$ cat src/rtl/read_burst_seq_rwds_if.sv
// Source-side handshake between the RWDS-domain read burst sequencer and the
// read CDC FIFO. The sequencer is the master (drives valid/data); the FIFO
// write port is the slave (drives ready).
interface read_burst_seq_rwds_if #(
    parameter int DATA_W = 16
) ();
    logic              fifo_valid;
    logic [DATA_W:0]   fifo_data;   // {last, word}; last is the MSB
    logic              fifo_ready;

    modport master (
        output fifo_valid,
        output fifo_data,
        input  fifo_ready
    );

    modport slave (
        input  fifo_valid,
        input  fifo_data,
        output fifo_ready
    );
endinterface

$ cat src/rtl/read_burst_seq_rwds.sv
// Read burst sequencer in the gated RWDS clock domain.
// Drops the configured number of pipeline-fill words, then forwards exactly
// cfg_burst_len_i deserialised words to the CDC FIFO, tagging the final one
// with LAST. After that it stays quiet until the next reset. The FIFO cannot
// stall RWDS, so a word presented while the FIFO is not ready is lost and
// flagged on a sticky overflow bit. clk_rwds only runs while RWDS toggles,
// so every bit of progress here is counted in clock edges, never in time.
module read_burst_seq_rwds #(
    parameter int DATA_W = 16,
    parameter int LEN_W  = 8,
    parameter int SKIP_W = 2
) (
    input  logic                  clk_rwds,
    input  logic                  resetReadModule,
    input  logic [LEN_W-1:0]      cfg_burst_len_i,
    input  logic [SKIP_W-1:0]     cfg_skip_i,
    input  logic [DATA_W-1:0]     ddr_data_i,
    read_burst_seq_rwds_if.master fifo,
    output logic [LEN_W-1:0]      word_cnt_o,
    output logic                  done_o,
    output logic                  overflow_o
);

    typedef enum logic [1:0] {
        ST_IDLE   = 2'd0,
        ST_FILL   = 2'd1,
        ST_STREAM = 2'd2,
        ST_DONE   = 2'd3
    } state_t;

    // Saturation limit for the forwarded-word counter.
    localparam logic [LEN_W-1:0] CNT_MAX = {LEN_W{1'b1}};

    state_t              state_r;
    state_t              state_nxt_s;

    logic [LEN_W-1:0]    remaining_r;
    logic [LEN_W-1:0]    remaining_nxt_s;
    logic [SKIP_W-1:0]   skip_r;
    logic [SKIP_W-1:0]   skip_nxt_s;
    logic                fifo_valid_r;
    logic                fifo_valid_nxt_s;
    logic [DATA_W:0]     fifo_data_r;
    logic [DATA_W:0]     fifo_data_nxt_s;
    logic [LEN_W-1:0]    word_cnt_r;
    logic [LEN_W-1:0]    word_cnt_nxt_s;
    logic                done_r;
    logic                done_nxt_s;
    logic                overflow_r;
    logic                overflow_nxt_s;

    // A word is lost whenever one is on the bus and the FIFO refuses it.
    logic                word_lost_s;
    assign word_lost_s = fifo_valid_r & ~fifo.fifo_ready;

    // State register; reset returns to IDLE immediately, abandoning any burst.
    always_ff @(posedge clk_rwds or posedge resetReadModule) begin
        if (resetReadModule) begin
            state_r <= ST_IDLE;
        end else begin
            state_r <= state_nxt_s;
        end
    end

    // Next-state and next-datapath decode; everything holds unless a state says otherwise.
    always_comb begin
        state_nxt_s      = state_r;
        remaining_nxt_s  = remaining_r;
        skip_nxt_s       = skip_r;
        fifo_valid_nxt_s = fifo_valid_r;
        fifo_data_nxt_s  = fifo_data_r;
        word_cnt_nxt_s   = word_cnt_r;
        done_nxt_s       = done_r;

        // Overflow is sticky and independent of the sequencing below.
        if (word_lost_s) begin
            overflow_nxt_s = 1'b1;
        end else begin
            overflow_nxt_s = overflow_r;
        end

        case (state_r)
            ST_IDLE: begin
                // First edge of the burst: latch config, drop this word.
                remaining_nxt_s  = cfg_burst_len_i;
                skip_nxt_s       = cfg_skip_i;
                fifo_valid_nxt_s = 1'b0;
                if (cfg_burst_len_i == {LEN_W{1'b0}}) begin
                    state_nxt_s = ST_DONE;
                    done_nxt_s  = 1'b1;
                end else if (cfg_skip_i != {SKIP_W{1'b0}}) begin
                    state_nxt_s = ST_FILL;
                end else begin
                    state_nxt_s = ST_STREAM;
                end
            end

            ST_FILL: begin
                // Discard pipeline-fill words; the skip count never wraps.
                fifo_valid_nxt_s = 1'b0;
                if (skip_r != {SKIP_W{1'b0}}) begin
                    skip_nxt_s = skip_r - SKIP_W'(1);
                end else begin
                    skip_nxt_s = skip_r;
                end
                // skip_r of 0 cannot occur here, but never strand the FSM in FILL.
                if (skip_r <= SKIP_W'(1)) begin
                    state_nxt_s = ST_STREAM;
                end else begin
                    state_nxt_s = ST_FILL;
                end
            end

            ST_STREAM: begin
                if (remaining_r != {LEN_W{1'b0}}) begin
                    // Forward this word, tagging LAST when it is the final one.
                    fifo_valid_nxt_s = 1'b1;
                    fifo_data_nxt_s  = {(remaining_r == LEN_W'(1)), ddr_data_i};
                    remaining_nxt_s  = remaining_r - LEN_W'(1);
                    if (word_cnt_r != CNT_MAX) begin
                        word_cnt_nxt_s = word_cnt_r + LEN_W'(1);
                    end else begin
                        word_cnt_nxt_s = word_cnt_r;
                    end
                    if (remaining_r == LEN_W'(1)) begin
                        state_nxt_s = ST_DONE;
                        done_nxt_s  = 1'b1;
                    end else begin
                        state_nxt_s = ST_STREAM;
                    end
                end else begin
                    // Nothing left to send (unreachable): finish without a word.
                    fifo_valid_nxt_s = 1'b0;
                    state_nxt_s      = ST_DONE;
                    done_nxt_s       = 1'b1;
                end
            end

            ST_DONE: begin
                // Retire the LAST word; everything else holds until reset.
                fifo_valid_nxt_s = 1'b0;
                state_nxt_s      = ST_DONE;
            end

            default: begin
                fifo_valid_nxt_s = 1'b0;
                state_nxt_s      = ST_IDLE;
            end
        endcase
    end

    // Datapath and output registers, all cleared asynchronously by reset.
    always_ff @(posedge clk_rwds or posedge resetReadModule) begin
        if (resetReadModule) begin
            remaining_r  <= {LEN_W{1'b0}};
            skip_r       <= {SKIP_W{1'b0}};
            fifo_valid_r <= 1'b0;
            fifo_data_r  <= {(DATA_W+1){1'b0}};
            word_cnt_r   <= {LEN_W{1'b0}};
            done_r       <= 1'b0;
            overflow_r   <= 1'b0;
        end else begin
            remaining_r  <= remaining_nxt_s;
            skip_r       <= skip_nxt_s;
            fifo_valid_r <= fifo_valid_nxt_s;
            fifo_data_r  <= fifo_data_nxt_s;
            word_cnt_r   <= word_cnt_nxt_s;
            done_r       <= done_nxt_s;
            overflow_r   <= overflow_nxt_s;
        end
    end

    assign fifo.fifo_valid = fifo_valid_r;
    assign fifo.fifo_data  = fifo_data_r;
    assign word_cnt_o      = word_cnt_r;
    assign done_o          = done_r;
    assign overflow_o      = overflow_r;

endmodule
$ cat src/flat_wrapper.sv
// flat-port wrapper written by rule: the top's interface ports become plain ports
module read_burst_seq_rwds_flat 
#(
    parameter int DATA_W = 16,
    parameter int LEN_W  = 8,
    parameter int SKIP_W = 2
)
  (clk_rwds, resetReadModule, cfg_burst_len_i, cfg_skip_i, ddr_data_i, word_cnt_o, done_o, overflow_o, fifo_fifo_valid, fifo_fifo_data, fifo_fifo_ready);
  read_burst_seq_rwds_if #(.DATA_W(DATA_W)) fifo_i ();
  input  logic clk_rwds;
  input  logic resetReadModule;
  input  logic [LEN_W-1:0] cfg_burst_len_i;
  input  logic [SKIP_W-1:0] cfg_skip_i;
  input  logic [DATA_W-1:0] ddr_data_i;
  output logic [LEN_W-1:0] word_cnt_o;
  output logic done_o;
  output logic overflow_o;
  output wire logic [$bits(fifo_i.fifo_valid)-1:0] fifo_fifo_valid;
  output wire logic [$bits(fifo_i.fifo_data)-1:0] fifo_fifo_data;
  input wire logic [$bits(fifo_i.fifo_ready)-1:0] fifo_fifo_ready;
  assign fifo_fifo_valid = fifo_i.fifo_valid;
  assign fifo_fifo_data = fifo_i.fifo_data;
  assign fifo_i.fifo_ready = fifo_fifo_ready;
  read_burst_seq_rwds #(.DATA_W(DATA_W), .LEN_W(LEN_W), .SKIP_W(SKIP_W)) u_core (.clk_rwds(clk_rwds), .resetReadModule(resetReadModule), .cfg_burst_len_i(cfg_burst_len_i), .cfg_skip_i(cfg_skip_i), .ddr_data_i(ddr_data_i), .fifo(fifo_i), .word_cnt_o(word_cnt_o), .done_o(done_o), .overflow_o(overflow_o));
endmodule
$ cat config.mk
export PLATFORM = sky130hd
export DESIGN_NAME = read_burst_seq_rwds_flat
export DESIGN_NICKNAME = d
export VERILOG_FILES = /design/src/rtl/read_burst_seq_rwds_if.sv /design/src/rtl/read_burst_seq_rwds.sv /design/src/flat_wrapper.sv
export SDC_FILE = /design/constraint.sdc
export NUM_CORES = 1
export LEC_CHECK = 0
export BUFFER_PORTS_ARGS = -buffer_cell sky130_fd_sc_hd__buf_4
export CORE_UTILIZATION = 32
export DETAILED_ROUTE_END_ITERATION = 6
export GPL_TIMING_DRIVEN = 0
export PLACE_DENSITY = 0.64
export SKIP_CTS_REPAIR_TIMING = 1
export SLEW_MARGIN = 20
export SYNTH_ARGS = -nofsm -noshare
export SYNTH_HDL_FRONTEND = slang
export SYNTH_SLANG_ARGS = --single-unit
$ cat constraint.sdc
create_clock -name clk_rwds -period 2.1 [get_ports clk_rwds]
set_input_delay 0.42 -clock clk_rwds [delete_from_list [all_inputs] [get_ports clk_rwds]]
set_output_delay 0.42 -clock clk_rwds [all_outputs]
set_load 0.1 [all_outputs]
==> load_flow_metrics.sql <==
INSERT INTO impl_metrics (metric_group, metric, value, unit) VALUES
('status', 'run_status', 'finished, final reports clean', ''),
('global_routing', 'grt_pass1_vias', '1586', ''),
('floorplanning', 'core_region_area', '5680', 'sq um'),
('route', 'ant_nets', '0', ''),
('floorplanning', 'top_level_ports', '57', ''),
('synth', 'synth_seq_cells', '40', ''),
('floorplanning', 'num_rows', '27', ''),
('route', 'viasPerCell', '4.94', ''),
('synth', 'syn_inst', '207', ''),
('timing', 'timing.final.hold_violations', '0', ''),
('min_path', 'worst_hold_path_type', 'input port to asynchronous set/reset pin', ''),
('critical_path', 'worstSetupEndpointType', 'flip-flop', ''),
('critical_path', 'critPathRequiredTime', '2.27', 'ns'),
('clock_network', 'cell_at_the_root_of_the_clock_tree', 'clkbuf_8', ''),
('placement', 'place_hpwl', '3340', 'um'),
('critical_path', 'crit_path_start_kind', 'flip-flop', ''),
('timing', 'fin_crit', '1.91', 'ns'),
('timing', 'fmax', '524', 'MHz'),
('finish', 'drive_above_1_share', '0.298', ''),
('route', 'route.vias.total', '1701', ''),
('synth', 'synth_seq_area_share', '0.516', ''),
('route', 'drt_wl_total', '4490', 'um'),
('floorplanning', 'initial_core_util', '0.341', ''),
('timing', 'slew_violations', '0', ''),
('placement', 'gp_congestion', '0.851', ''),
('clock_network', 'clock_insertion_delay_worst_skew', '0.29', 'ns'),
('timing', 'totalNegativeSetupSlack', '0', 'ns'),
('synth', 'synth_area_per_cell', '9.36', 'sq um'),
('timing', 'max-slew-margin-rel', '0.673', ''),
('synth', 'netlist_area', '1940', 'sq um'),
('critical_path', 'worstPathArrival', '2.08', 'ns'),
('global_routing', 'globalRoute.totalOverflow', '0', ''),
('synth', 'synthesis.nets', '242', ''),
('synth', 'synth.yosys.warnings', '0', ''),
('clock_network', 'cts.clk_slew.worst_paths', '0.08', 'ns'),
('critical_path', 'critPathMaxFanout', '8', ''),
('timing', 'setup-violations-final', '0', ''),
('timing', 'worst_clock_skew', '0.00645', 'ns'),
('synth', 'ys_types', '41', ''),
('critical_path', 'criticalPathCategory', 'flip-flop to flip-flop', ''),
('clock_network', 'cts_buffer_depth', '2', ''),
('timing', 'timing.final.crit_share', '0.908', ''),
('route', 'drt-pass1-iter-count', '4', ''),
('global_routing', 'grtUsageTotal', '0.153', ''),
('synth', 'synth_flop_cell', 'dfrtp_1', ''),
('floorplanning', 'dieArea', '6370', 'sq um'),
('placement', 'placement.io_buffers', '56', ''),
('route', 'post-route-drc-count', '0', ''),
('route', 'drtIter0Drc', '45', ''),
('clock_network', 'cts_inserted_buffers', '5', ''),
('timing', 'unrepaired_setup_endpoints_after_global_routing', 'false', ''),
('clock_network', 'cts.sink_count', '40', ''),
('route', 'routed_wire_length_per_instance', '13.0', 'um'),
('synth', 'ys_async_rst_share', '1.00', ''),
('floorplanning', 'floorplan.die.width', '79.8', 'um'),
('synth', 'number_of_synthesized_flops_with_an_enable_pin', '0', ''),
('global_routing', 'wire_length_of_the_first_global_routing_pass', '7470', 'um'),
('finish', 'nNetsFinal', '306', ''),
('finish', 'areaGrowthSynthToFinish', '34.6', '%'),
('finish', 'antenna_diode_count', '0', ''),
('clock_network', 'tritoncts_clock_tree', 'built', ''),
('floorplanning', 'die-height', '79.8', 'um'),
('run', 'timing.max_cap.violations', '0', ''),
('global_routing', 'pin_count_of_the_biggest_net_entering_global_routing', '22', ''),
('global_routing', 'grt_antenna_before_repair', '0', ''),
('timing', 'timing_worst_slew_pin_value', '0.490', 'ns'),
('clock_network', 'ctsHtreeMaxLevel', '2', '');
## cells in the mapped netlist (2+ instances only)
library cell | n | area [sq um]
buf_6 | 3 | 33.8
inv_1 | 9 | 33.8
dfrtp_1 | 40 | 1000
a21oi_1 | 10 | 50.1
ha_1 | 6 | 75.1
nand3_1 | 4 | 20.0
o21ai_0 | 10 | 50.1
nand2_1 | 53 | 199
nor2b_1 | 2 | 12.5
or4_1 | 2 | 15.0
nor4_1 | 3 | 18.8
xor2_1 | 6 | 52.6
nor2_1 | 14 | 52.6
a22oi_1 | 2 | 15.0
a21o_1 | 2 | 15.0
nor3b_1 | 2 | 15.0
nor3_1 | 12 | 60.1
buf_2 | 2 | 10.0
clkbuf_1 | 2 | 7.51
o22a_1 | 2 | 17.5
## flip-flops by register name, summed over array words and instances, names as in the netlist
signal	count
u_core.state_r	2
u_core.skip_r	2
u_core.done_o	1
u_core.fifo.fifo_data	17
u_core.overflow_o	1
u_core.remaining_r	8
u_core.fifo.fifo_valid	1
u_core.word_cnt_o	8
## area by class of cell
| type | instances | area [sq um] |
|---|---|---|
| Clock buffer | 6 | 82.6 |
| Tap cell | 72 | 90.1 |
| Multi-Input combinational cell | 150 | 853 |
| Clock inverter | 2 | 38.8 |
| Timing Repair Buffer | 57 | 448 |
| Fill cell | 576 | 3070 |
| Sequential cell | 40 | 1000 |
| Buffer | 7 | 53.8 |
| Inverter | 10 | 37.5 |
## logic make-up (layout without fill, tap and decap cells)
kind of cell               count (synthesis)  after routing  synth area share
and+or+nand+nor                           99             99             0.238
DFF                                       40             40             0.516
AOI/OAI and AO/OA                         37             37             0.121
buffers and inverters                     17             82            0.0458
adders and majority gates                  6              6            0.0387
xor gates and xnor gates                   6              6            0.0271
muxes                                      2              2            0.0129
## worst paths after layout
path	cells past startpoint	end	start	slack, ns
worst min register to register	1	u_core.overflow_o$_DFFE_PP0P_	u_core.overflow_o$_DFFE_PP0P_	0.47
worst min-delay path	2	u_core.skip_r[0]$_DFFE_PP0P_	resetReadModule	0.15
worst max register to register	7	u_core.word_cnt_o[1]$_DFFE_PP0P_	u_core.remaining_r[1]$_DFFE_PP0P_	0.19
max in group asynchronous	3	u_core.fifo.fifo_data[4]$_DFFE_PP0P_	resetReadModule	1.48
min in group clk_rwds	3	u_core.fifo.fifo_data[8]$_DFFE_PP0P_	ddr_data_i[8]	0.32
worst max-delay path	7	u_core.word_cnt_o[1]$_DFFE_PP0P_	u_core.remaining_r[1]$_DFFE_PP0P_	0.19
## cell usage in the layout (no fill, tap or decap), drive strengths merged, types with 2 or more instances in the layout
| master | n |
|---|---|
| buf | 61 |
| nand2 | 53 |
| dfrtp | 40 |
| nor2 | 15 |
| nor3 | 12 |
| o21ai | 11 |
| a21oi | 10 |
| inv | 10 |
| clkbuf | 9 |
| xor2 | 6 |
| ha | 6 |
| nand3 | 4 |
| nor4 | 4 |
| a21o | 2 |
| nor2b | 2 |
| or4 | 2 |
| a22oi | 2 |
| o22a | 2 |
| nor3b | 2 |
## per-layer routing
layer  track usage  vias to the layer above  share of wire
met2         0.243                       56           0.47
met4        0.0607                        0          0.012
li1              -                      837              -
met5             0                        -              0
met3        0.0343                        5          0.065
met1         0.200                      803           0.45
## critical path, stage by stage (launching register included)
cell and delay (ns):
dfrtp_1 0.42, inv_1 0.11, ha_1 0.23, nor3b_2 0.18, a21o_1 0.20, buf_6 0.14
nor2_2 0.19, mux2_4 0.32
## per-stage QoR
stage,std cells,util,worst slack [ns],hold slack (ns),cell area (sq um)
6_report,344,0.460,0.193,0.153,2610
5_1_grt,344,0.460,0.0305,0.183,2610
4_1_cts,344,0.458,0.0872,0.165,2600
3_5_place_dp,336,0.437,0.127,0.453,2480
3_3_place_gp,335,0.432,0.0254,0.443,2450
2_1_floorplan,207,-,0.0521,0.460,1940
Power is left out: the tool's default activity adds up to more than one toggle a clock period on the data nets, which glitch-free logic cannot reach.
